[src/rtl/rf_write_arbiter.sv]
// rtl/rf_write_arbiter.sv - register file write-port arbiter with long-latency result FIFO
// Optional forwarding outputs q1_data/q2_data are enabled by RF_WARB_FWD_EN.
module rf_write_arbiter #(
    parameter int DEPTH        = 4,
    parameter int STARVE_LIMIT = 8,
    parameter int DW           = 32,
    parameter int AW           = 5
) (
    input  logic                   clk,
    input  logic                   rst_n,
    input  logic                   wb_we,
    input  logic [AW-1:0]          wb_rd,
    input  logic [DW-1:0]          wb_data,
    input  logic                   lu_valid,
    output logic                   lu_ready,
    input  logic [AW-1:0]          lu_rd,
    input  logic [DW-1:0]          lu_data,
    output logic                   rf_we,
    output logic [AW-1:0]          rf_a3,
    output logic [DW-1:0]          rf_wd3,
    output logic                   stall_req,
    input  logic [AW-1:0]          q1_addr,
    input  logic [AW-1:0]          q2_addr,
    output logic                   q1_busy,
    output logic                   q2_busy,
`ifdef RF_WARB_FWD_EN
    output logic [DW-1:0]          q1_data,
    output logic [DW-1:0]          q2_data,
`endif
    output logic [$clog2(DEPTH):0] fifo_count
);
    localparam int PW  = $clog2(DEPTH);
    localparam int CW  = PW + 1;
    localparam int AGW = $clog2(STARVE_LIMIT + 1);

    logic [AW-1:0]  mem_rd   [DEPTH];
    logic [DW-1:0]  mem_data [DEPTH];
    logic [PW-1:0]  wr_ptr, rd_ptr, idx;
    logic [CW-1:0]  count;
    logic [AGW-1:0] age, age_next;
    logic           empty, full, wb_sel, pop, store;

    assign empty      = (count == '0);
    assign full       = (count == CW'(DEPTH));
    assign wb_sel     = wb_we && (wb_rd != '0);
    assign pop        = !wb_sel && !empty;
    assign lu_ready   = rst_n && !full;
    assign store      = lu_valid && lu_ready && (lu_rd != '0);
    assign fifo_count = count;

    // rf_we is gated by rst_n so a reset kills the write port without waiting for a clock
    assign rf_we  = rst_n && (wb_sel || !empty);
    assign rf_a3  = (wb_sel || empty) ? wb_rd   : mem_rd[rd_ptr];
    assign rf_wd3 = (wb_sel || empty) ? wb_data : mem_data[rd_ptr];

    always_comb begin
        age_next = age;
        if (empty || pop)
            age_next = '0;
        else if (age != AGW'(STARVE_LIMIT))
            age_next = age + AGW'(1);
    end

    always_ff @(posedge clk) begin
        if (store) begin
            mem_rd[wr_ptr]   <= lu_rd;
            mem_data[wr_ptr] <= lu_data;
        end
    end

    always_ff @(posedge clk or negedge rst_n) begin
        if (!rst_n) begin
            wr_ptr    <= '0;
            rd_ptr    <= '0;
            count     <= '0;
            age       <= '0;
            stall_req <= 1'b0;
        end else begin
            if (store)
                wr_ptr <= wr_ptr + PW'(1);
            if (pop)
                rd_ptr <= rd_ptr + PW'(1);
            count     <= count + CW'(store) - CW'(pop);
            age       <= age_next;
            stall_req <= (age_next == AGW'(STARVE_LIMIT));
        end
    end

    // Walk oldest to youngest so the last match seen is the youngest entry
    always_comb begin
        q1_busy = 1'b0;
        q2_busy = 1'b0;
        idx     = '0;
`ifdef RF_WARB_FWD_EN
        q1_data = '0;
        q2_data = '0;
`endif
        for (int k = 0; k < DEPTH; k++) begin
            idx = rd_ptr + PW'(k);
            if (CW'(k) < count) begin
                if ((q1_addr != '0) && (mem_rd[idx] == q1_addr)) begin
                    q1_busy = 1'b1;
`ifdef RF_WARB_FWD_EN
                    q1_data = mem_data[idx];
`endif
                end
                if ((q2_addr != '0) && (mem_rd[idx] == q2_addr)) begin
                    q2_busy = 1'b1;
`ifdef RF_WARB_FWD_EN
                    q2_data = mem_data[idx];
`endif
                end
            end
        end
    end
endmodule

[config.mk]
export PLATFORM = sky130hd
export DESIGN_NAME = rf_write_arbiter
export DESIGN_NICKNAME = d
export VERILOG_FILES = /design/src/rtl/rf_write_arbiter.sv
export SDC_FILE = /design/constraint.sdc
export NUM_CORES = 1
export LEC_CHECK = 0
export CAP_MARGIN = 25
export CORE_ASPECT_RATIO = 0.8
export CORE_MARGIN = 5
export CORE_UTILIZATION = 65
export DETAILED_ROUTE_END_ITERATION = 16
export DONT_BUFFER_PORTS = 1
export HOLD_SLACK_MARGIN = 0.1
export PLACE_DENSITY = 0.91
export SYNTH_ARGS = -nofsm -noshare
export SYNTH_HDL_FRONTEND = slang
export SYNTH_SLANG_ARGS = --single-unit
[constraint.sdc]
create_clock -name clk -period 5.49 [get_ports clk]
set_input_delay 1.647 -clock clk [delete_from_list [all_inputs] [get_ports clk]]
set_output_delay 1.647 -clock clk [all_outputs]
set_load 0.1 [all_outputs]
==> impl_summary.md <==
Status
The flow ran to the end, and the final reports show no timing, DRC or antenna violations.

Route
After detailed routing, the total wire length is between 15000 and 20000 um. Detailed routing inserted a total of about 4200 vias. For this run, the detailed router's first-pass iteration total came to 6.

Dividing the detail-routed via count by the number of cells gives around 6.4. The first routing iteration left 438 violations. The detail route stage leaves a number of antenna-violating nets equal to 0. After detailed routing, the average wire length per cell comes to about 26 um.

In the routed design, unresolved DRC markers number 0.

GRT
The via count of the first global-routing pass is between 4000 and 5000. Across every metal layer, demand over resource in global routing totals 0.2516. Summed over all layers, the global routing overflow is 0. The global-route wire length before repair is between 20000 and 30000 um. The initial antenna violation count is 1. In the global route stage, met3 resource usage came out at 0.09694.

The peak-usage layer in the global routing report is met2. For this run, global-route usage on met1 was measured as 0.3090. In the global route stage, met2 resource usage came out at 0.4122.

Entering global routing, the biggest net connects 43 pins.

Placement
The placer's final routability congestion estimate is approximately 1.0. The placed cell count is 612. The placed instances occupy a cell area of ~0.0084 sq mm.

The HPWL reported at the end of detailed placement is between 10000 and 15000 um. Input and output buffers added on the ports amount to 0.

Clocking
The clock passes through at most 2 buffers. Clock-pin slew was measured on the worst setup and hold paths at about 0.050 ns. The count of buffers added by post-CTS timing repair for setup is 0. The clock latency at the later pin of the worst-skew pair is approximately 0.42 ns.

The maximum level of the CTS H-tree is 4. The CTS tree is done. The total clock buffers created by CTS is 17. The clock net in this run drives a total of 160 sinks. The cell at the root of the clock tree is sky130_fd_sc_hd__clkbuf_16. The total of cells resized after clock tree synthesis is 0.

The number of hold buffers added after cts is 0.

Timing
The pin slew with the least headroom to its limit is ~1.0 ns. In the final timing run, aggregate negative setup slack is 0 ns. The clock period minus final worst setup slack is approximately 5.2 ns. The headroom to the max-slew limit is 0.3043.

The final number of hold-violating endpoints is 0. The count of final setup violators is 0. Setup repair after global routing left no endpoint under its margin. The highest attainable clock frequency is around 190 MHz. The final critical-path share of the clock period is 0.9442. The clock skew after layout is slightly below 0.01 ns. The final-report max-slew violation count is 0.

Yosys
Synthesis inferred 160 register bits. The mean post-synth cell area is approximately 17 sq um. The share of the Yosys chip area taken by registers is 0.6309. The number of nets handed over by synthesis was 544. The most used flip-flop cell after synthesis is sky130_fd_sc_hd__edfxtp_1. The share of the synthesized area in the top cell type is 0.5910.

Yosys mapped a number of flops with a built-in enable equal to between 100 and 150. The netlist uses between 40 and 50 different library cells. The number of warning messages in the yosys log is 0.

The share of synthesized flip-flops with an asynchronous set or reset is 0.07500. The synthesized instance count is between 400 and 500. By area the synthesized netlist is led by sky130_fd_sc_hd__edfxtp_1 59%, sky130_fd_sc_hd__mux4_2 11%, sky130_fd_sc_hd__mux2_1 5.2%. The cell accounting for the most synthesized area is sky130_fd_sc_hd__edfxtp_1. After synthesis the cells add up to approximately 0.0075 sq mm.

Critical path
The startpoint identified for the worst register-to-register timing path is fifo_count[0]$_DFF_PN0_. The terminus of the critical flop-to-flop path is mem_data[3][19]$_DFFE_PP_. The critical path in this run is classified as input port to output port. The number of cells on the worst reg-to-reg path is 6. In this run the worst path has a maximum fanout of 23.

The arrival time at the worst endpoint is ~3.5 ns. The register-to-register setup slack is 2.37 ns. For the worst setup path, the data required time is between 3 and 4 ns. The critical path startpoint category is an input port. STA classifies the critical path endpoint as an output port.

Flow run
The tool flagged a number of max-cap violations equal to 0.

Finish
The library cell used most frequently in the layout, excluding fill and tap cells, is sky130_fd_sc_hd__edfxtp_1. The final core area utilization is 0.7963. The number of nets in the final layout is a little under 600. The final instance area is 0.009101 sq mm. The share of cells above drive strength 1 is 0.2691. The area growth from synthesis to layout is 21.03%.

Leaving out fill and tap cells, the most frequent cells in the layout are 148 x sky130_fd_sc_hd__edfxtp_1, 39 x sky130_fd_sc_hd__buf_12, 38 x sky130_fd_sc_hd__mux4_2. The number of standard cells in the layout, taps in and fillers out is 647.

Power and ir drop
The power density relative to cell area is 624.1 mW/mm^2. The leakage power of the design is between 3 and 4 nW. VDD sags by at most 0.0004760 V. The power after layout is 5.680 mW.

Floorplan
The number of rows in the core area is 35. The initial utilization of the core area, before any placement, comes to 0.6579. The full die area is 0.01383 sq mm.

The standard cell core area is 0.01143 sq mm. The floorplan step set the die height to between 100 and 150 um. The width of the die is roughly 130 um. In this run the count of I/O pins placed on the die edge is ~130.

Hold path
The class of the worst hold path is flop to flop. The endpoint with the worst hold slack is age[3]$_DFF_PN0_. The start point of the worst min-delay path is age[3]$_DFF_PN0_. Along the worst hold path, the cell count comes to 2.
## cell type report
| type | instances | area, sq um |
|---|---|---|
| multi-input cells | 244 | 2614 |
| diodes | 1 | 2.502 |
| inverters | 12 | 45.04 |
| repair buffers | 51 | 890.9 |
| clock inverters | 13 | 185.2 |
| clock buffers | 18 | 429.2 |
| flip-flops and latches | 160 | 4750 |
| well taps | 148 | 185.2 |
| fillers | 559 | 2328 |
## sequential cells by signal (all words and copies together) (netlist names)
name        cells
mem_data      128
mem_rd         20
age             4
fifo_count      3
rd_ptr          2
wr_ptr          2
stall_req       1
## critical path: stages
cell	delay [ns]
sky130_fd_sc_hd__or4_1	0.60
sky130_fd_sc_hd__o21a_1	0.23
sky130_fd_sc_hd__nand2b_2	0.19
sky130_fd_sc_hd__buf_4	0.25
sky130_fd_sc_hd__mux2_1	0.42
sky130_fd_sc_hd__buf_12	0.19
## Yosys cell counts (all sizes together) (3+ instances only)
cell	number
nand2	11
mux4	38
o21ai	7
nor3	6
dfrtp	12
nor4	3
mux2	37
edfxtp	148
and2	5
or4	4
clkbuf	13
mux2i	23
xnor2	32
buf	16
inv	12
xor2	21
nand3	5
ha	10
a21oi	5
nor2	12
## metal layers
layer	part of all wire	vias up
met1	0.36	2099
met2	0.51	211
li1	-	1810
met4	0.023	0
met5	0	-
met3	0.10	38
## logic make-up (layout without fill, tap and decap cells)
family / count (synthesis) / after routing / share of synthesized area
mux: 98 / 98 / 0.2003
simple gates: 58 / 58 / 0.04093
fa+ha+maj: 11 / 11 / 0.01930
buf+inv: 41 / 94 / 0.02546
flops: 160 / 160 / 0.6309
compound gates: 24 / 24 / 0.02130
other cells: 0 / 1 / 0
xor+xnor: 53 / 53 / 0.06173
## where the power goes
part | internal, mW | switching, mW
Sequential | 1.49 | 0.147
Combinational | 1.07 | 1.74
Clock | 0.761 | 0.466
## metrics by stage
stage | hold WS [ns] | setup slack (ns)
floorplan | 0.5308 | -0.3744
global placement | 0.5533 | 0.4140
detailed placement | 0.5838 | 0.3433
CTS | 0.6006 | 0.3326
global route | 0.6481 | 0.2846
finish | 0.6116 | 0.3065
## worst max-delay path by stage
stage | endpoint | start | slack [ns] | cells past startpoint
floorplan | rf_a3[0] | wb_rd[1] | -0.37 | 6
global placement | rf_wd3[21] | wb_rd[1] | 0.41 | 6
detailed placement | rf_wd3[14] | wb_rd[1] | 0.34 | 6
CTS | rf_wd3[10] | wb_rd[1] | 0.33 | 6
global route | rf_wd3[5] | wb_rd[1] | 0.28 | 6
finish | rf_wd3[5] | wb_rd[1] | 0.31 | 6
No activity file was read; power rests on OpenSTA's default activity.
